File: config.mk
export PLATFORM = sky130hd
export DESIGN_NAME = pattern_detector_param
export DESIGN_NICKNAME = d
export VERILOG_FILES = /design/src/rtl/pd_pkg.sv /design/src/rtl/pd_sat_counter.sv /design/src/rtl/pattern_detector_param.sv
export SDC_FILE = /design/constraint.sdc
export NUM_CORES = 1
export LEC_CHECK = 0
export BUFFER_PORTS_ARGS = -buffer_cell sky130_fd_sc_hd__clkbuf_2
export CAP_MARGIN = 20
export CORE_MARGIN = 2
export CORE_UTILIZATION = 40
export DETAILED_ROUTE_END_ITERATION = 8
export PLACE_DENSITY_LB_ADDON = 0.25
export SLEW_MARGIN = 20
export SYNTH_ARGS = -nofsm -noshare
export SYNTH_HDL_FRONTEND = slang
export SYNTH_HIERARCHICAL = 1
export SYNTH_SLANG_ARGS = --single-unit
File: constraint.sdc
create_clock -name clk -period 2.5 [get_ports clk]
set_input_delay 0.25 -clock clk [delete_from_list [all_inputs] [get_ports clk]]
set_output_delay 0.25 -clock clk [all_outputs]
set_load 0.05 [all_outputs]
File: src/rtl/pd_pkg.sv
// Shared definitions for the serial pattern detector.
//   pd_state_e  : detector FSM states
//   pd_len_w()  : width needed to hold a pattern length 0..max_len
//   pd_sat_val(): all-ones saturation value for a counter of a given width
//   PD_CNT_W / PD_CNT_SAT : default counter width and its saturation value
package pd_pkg;

    typedef enum logic [1:0] {
        UNCFG = 2'd0,   // no legal configuration loaded
        FILL  = 2'd1,   // fewer than len bits collected
        RUN   = 2'd2    // at least len bits collected
    } pd_state_e;

    function automatic int pd_len_w(input int max_len);
        return (max_len < 1) ? 1 : $clog2(max_len + 1);
    endfunction

    function automatic logic [63:0] pd_sat_val(input int w);
        return (w >= 64) ? {64{1'b1}} : ((64'd1 << w) - 64'd1);
    endfunction

    localparam int          PD_CNT_W   = 8;
    localparam logic [63:0] PD_CNT_SAT = pd_sat_val(PD_CNT_W);

endpackage

File: src/rtl/pd_sat_counter.sv
// Saturating up-counter.
//   clk   : rising-edge clock
//   reset : synchronous reset, active low
//   clr   : clear to zero (wins over inc)
//   inc   : count up by one, holding at all-ones
//   count : current value
//   sat   : high while count is all-ones
module pd_sat_counter
    import pd_pkg::*;
#(
    parameter int CNT_W = PD_CNT_W
) (
    input  logic             clk,
    input  logic             reset,
    input  logic             clr,
    input  logic             inc,
    output logic [CNT_W-1:0] count,
    output logic             sat
);

    localparam logic [CNT_W-1:0] SAT_VAL = CNT_W'(pd_sat_val(CNT_W));

    always_ff @(posedge clk) begin
        if (!reset) begin
            count <= '0;
        end else if (clr) begin
            count <= '0;
        end else if (inc && (count != SAT_VAL)) begin
            count <= count + 1'b1;
        end
    end

    assign sat = (count == SAT_VAL);

endmodule

File: src/rtl/pattern_detector_param.sv
// Serial bit-pattern detector with runtime-programmable pattern/length,
// overlapping or non-overlapping matching and a saturating match counter.
//   clk, reset          : clock, synchronous active-low reset
//   cfg_load            : strobe latching cfg_pattern/cfg_len/cfg_overlap
//   cfg_pattern         : pattern, first-received bit at [cfg_len-1]
//   cfg_len             : pattern length, legal 1..MAX_LEN
//   cfg_overlap         : 1 = matches may share bits
//   cfg_err             : one-cycle pulse on a cfg_load with illegal length
//   data_valid, data_in : qualified serial input bit
//   detected            : one-cycle pulse per match (registered)
//   match_count         : saturating number of matches since reset/config
//   count_sat           : match_count is all-ones
//   configured          : a legal configuration is active
module pattern_detector_param
    import pd_pkg::*;
#(
    parameter int MAX_LEN = 8,
    parameter int CNT_W   = 8,
    parameter int LEN_W   = pd_len_w(MAX_LEN)
) (
    input  logic               clk,
    input  logic               reset,
    input  logic               cfg_load,
    input  logic [MAX_LEN-1:0] cfg_pattern,
    input  logic [LEN_W-1:0]   cfg_len,
    input  logic               cfg_overlap,
    output logic               cfg_err,
    input  logic               data_valid,
    input  logic               data_in,
    output logic               detected,
    output logic [CNT_W-1:0]   match_count,
    output logic               count_sat,
    output logic               configured
);

    localparam logic [LEN_W-1:0] LEN_MAX = LEN_W'(MAX_LEN);

    pd_state_e          state;
    logic [MAX_LEN-1:0] history;
    logic [LEN_W-1:0]   fill_cnt;
    logic [MAX_LEN-1:0] pat;
    logic [LEN_W-1:0]   len;
    logic               ovl;

    logic               cfg_legal;
    logic               accept;
    logic [MAX_LEN-1:0] hist_nxt;
    logic [LEN_W-1:0]   fill_nxt;
    logic [MAX_LEN-1:0] len_mask;
    logic               match;

    always_comb begin
        cfg_legal = (cfg_len != '0) && (cfg_len <= LEN_MAX);
        // cfg_load always wins over a same-cycle data bit
        accept    = data_valid && (state != UNCFG) && !cfg_load;
        // shift left, new bit at [0]; the cast drops the oldest bit
        hist_nxt  = MAX_LEN'({history, data_in});
        fill_nxt  = (fill_cnt == LEN_MAX) ? fill_cnt : fill_cnt + 1'b1;
        len_mask  = '0;
        for (int i = 0; i < MAX_LEN; i++) begin
            len_mask[i] = (i < int'(len));
        end
        // bits above len are don't-care; fill gate stops stale history
        // (after reconfig or a non-overlap match) from matching
        match = accept
             && (((hist_nxt ^ pat) & len_mask) == '0)
             && (fill_nxt >= len);
    end

    always_ff @(posedge clk) begin
        if (!reset) begin
            state      <= UNCFG;
            history    <= '0;
            fill_cnt   <= '0;
            pat        <= '0;
            len        <= '0;
            ovl        <= 1'b0;
            detected   <= 1'b0;
            cfg_err    <= 1'b0;
            configured <= 1'b0;
        end else begin
            detected <= match;
            cfg_err  <= cfg_load && !cfg_legal;
            if (cfg_load) begin
                // an illegal load leaves everything as it was
                if (cfg_legal) begin
                    pat        <= cfg_pattern;
                    len        <= cfg_len;
                    ovl        <= cfg_overlap;
                    history    <= '0;
                    fill_cnt   <= '0;
                    configured <= 1'b1;
                    state      <= FILL;
                end
            end else if (accept) begin
                history <= hist_nxt;
                if (match && !ovl) begin
                    fill_cnt <= '0;
                    state    <= FILL;
                end else begin
                    fill_cnt <= fill_nxt;
                    state    <= (fill_nxt >= len) ? RUN : FILL;
                end
            end
        end
    end

    pd_sat_counter #(
        .CNT_W (CNT_W)
    ) u_cnt (
        .clk   (clk),
        .reset (reset),
        .clr   (cfg_load && cfg_legal),
        .inc   (match),
        .count (match_count),
        .sat   (count_sat)
    );

endmodule

==> results.ini <==
[final_layout]
drive_gt1_share_pct = 27.2
stdcell_area_um2 = 2320
area_growth_pct = 20.5
post-route-util_pct = 49.4
antenna_cells = 0
most-common-layout-cells = 43 x nand2_1, 34 x dfxtp_1, 29 x clkbuf_2
nets = 290
mostFrequentLayoutCell = nand2_1

[floorplanning]
rows = 25
die_width_um = 73.3
num_io_pins = 30
dieArea_um2 = 5380
die_h_um = 73.3
coreArea_um2 = 4690
start_util_pct = 41.0

[worst_setup_path]
path_common_cell = nor2_2
cp_slowest_stage_delay_ps = 470
cp-end-kind = flip-flop
crit_path_start_kind = flip-flop
worstSetupPathType = flip-flop to flip-flop
cp_max_fo = 5
crit_slowest_cell = or4_1
path_cells = ha_2 -> xnor2_2 -> nor2_2 -> ha_1 -> o21a_1 -> nor2_2 -> a21oi_2 -> and4_4 -> nand3_2 -> or4_1 -> and3_1
worstPathArrival_ps = 2720
worstPathRequired_ps = 2690

[timing]
hold_viol_final = 0
grt_setup_unrepaired = yes
hold-worst-slack_ps = 189
finalSetupViolCount = 1
fin_ws_ps = -28.9
worst_pin_slew_ps = 519
skew_ps = 9.38
finalSetupTns_ps = -28.9
max_freq_ghz = 0.395
final-max-slew-violation-count = 0
period_minus_slack_ps = 2530
slew_headroom_pct = 65.4
finalCritPeriodShare_pct = 101

[cts]
cts.clk_slew.worst_paths_ps = 70
hold_buffers = 0
cts_root_buf = clkbuf_8
clock_sinks = 37
numCtsBuffers = 5
cts_tree = done
cts_max_path_buffers = 2
clock_latency_ps = 290
cts_max_level = 2

[routing]
via_per_inst = 5.27
vias = 1680
routedLengthMet1_mm = 2.03
route.detailed.drc = 0
routedWlPerCell_um = 13.1
wl_met3_um = 137
routed.top_layer = met4
wl_met2_mm = 1.98
drt_iter0_drc = 113
routed_wirelength_mm = 4.19
drtAntennaViolNets = 0
firstDrtPassIters = 4

[grt]
grt_pass1_wl_mm = 6.87
antenna_found_initial = 0
grt-ovfl-total = 0
grt_pass1_vias = 1599
track_usage_pct = 16.3
grt_start_max_net_pins = 32

[placement]
placed_cell_area_um2 = 2120
portBuffers = 29
hpwl_mm = 2.83
gp_congestion = 0.861

[power_and_ir_drop]
vdd_drop_max_uv = 262
power_density_nw_per_um2 = 521
p_leak_nw = 0.876
power_mw = 1.21

[outcome]
violations = negative setup slack
status = finished, violations left

[logic_synthesis]
syn_inst = 228
syn-cell-area_um2 = 1920
synth_edf_count = 0
async_flop_share_pct = 0
synth_nets = 253
synth.avg_cell_area_um2 = 8.43
synthDistinctLibCells = 45
ys_warn_count = 6
yosysSeqAreaShare_pct = 38.5
ys_ff_latch = 37
ys.flop_type = dfxtp_1

[min_path]
hold_class = input pin to flip-flop

[flow_run]
max_cap_violations = 0

==> final cells by class <==
type | count | area (µm²)
fillers | 487 | 2380
multi-input cells | 172 | 1150
flip-flops and latches | 37 | 747
repair buffers | 40 | 228
clock buffers | 6 | 82.6
well taps | 54 | 67.6
inverters | 9 | 36.3
clock inverters | 1 | 7.51
==> kinds of logic (layout without fill, tap and decap cells) <==
group | count (synthesis) | in the layout | share of synthesized area (%)
simple gates | 94 | 94 | 23.6
buf+inv | 19 | 56 | 5.66
fa+ha+maj | 7 | 7 | 4.56
mux | 2 | 2 | 1.04
compound gates | 57 | 57 | 21.1
flops | 37 | 37 | 38.5
xor+xnor | 12 | 12 | 5.47
==> final timing paths <==
kind / startpoint / cells past startpoint / slack (ps) / end
worst max-delay path: fill_cnt[0] / 11 / -30 / u_cnt/count[6]
worst min-delay path: cfg_pattern[6] / 3 / 190 / pat[6]
worst max register to register: fill_cnt[0] / 11 / -30 / u_cnt/count[6]
worst min register to register: configured / 1 / 470 / configured
==> stage by stage <==
step	cells	setup slack, ps
after floorplan	228	24.5
after global routing	319	-121
after global placement	308	27.4
final	319	-28.9
after detailed placement	308	-56.2
after CTS	317	4.95
==> worst max-delay path: cells and delay by family, from the launching register on <==
kind	cells	cell delay (ps)
adder cells (fa/ha/maj)	2	490
flip-flops	1	360
AND/OR/NAND/NOR	6	1120
AO/OA/AOI/OAI	2	280
XOR/XNOR	1	170
==> synth_stat cells (3+ instances only) <==
library cell | count | share of area (%)
a21boi_0 | 20 | 7.8
a21oi_1 | 12 | 3.1
a22oi_1 | 5 | 2.0
and4_1 | 3 | 1.4
buf_2 | 3 | 0.78
clkbuf_1 | 3 | 0.59
dfxtp_1 | 37 | 39
ha_1 | 7 | 4.6
inv_1 | 9 | 1.8
nand2_1 | 44 | 8.6
nand2b_1 | 3 | 0.98
nand3_1 | 9 | 2.3
nor2_1 | 8 | 1.6
nor2b_1 | 7 | 2.3
nor3_1 | 7 | 1.8
o21ai_0 | 5 | 1.3
xnor2_1 | 10 | 4.6
==> timing repair <==
item,CTS,global route
pin swaps,2,11
gates resized for setup,3,19
setup endpoints to repair,2,9
buffers inserted,2,2
==> registers in the layout, summed over array words and instances (netlist names) <==
register / flops
cfg_err: 1
configured: 1
detected: 1
fill_cnt: 4
history: 7
len: 4
ovl: 1
pat: 8
state: 2
u_cnt/count: 8
==> where the power goes <==
group	total [mW]	internal, mW	switching (mW)	leakage, nW
logic	0.159	0.0697	0.0890	0.531
registers	0.623	0.606	0.0165	0.302
clock network	0.425	0.218	0.208	0.0433
==> metal layers <==
| metal | vias up | track usage (%) |
|---|---|---|
| met3 | 5 | 3.43 |
| met1 | 781 | 21.1 |
| li1 | 865 | - |
| met4 | 0 | 6.46 |
| met2 | 29 | 26.6 |
| met5 | - | 0 |
Note: power is estimated with default switching activity, not from simulation.
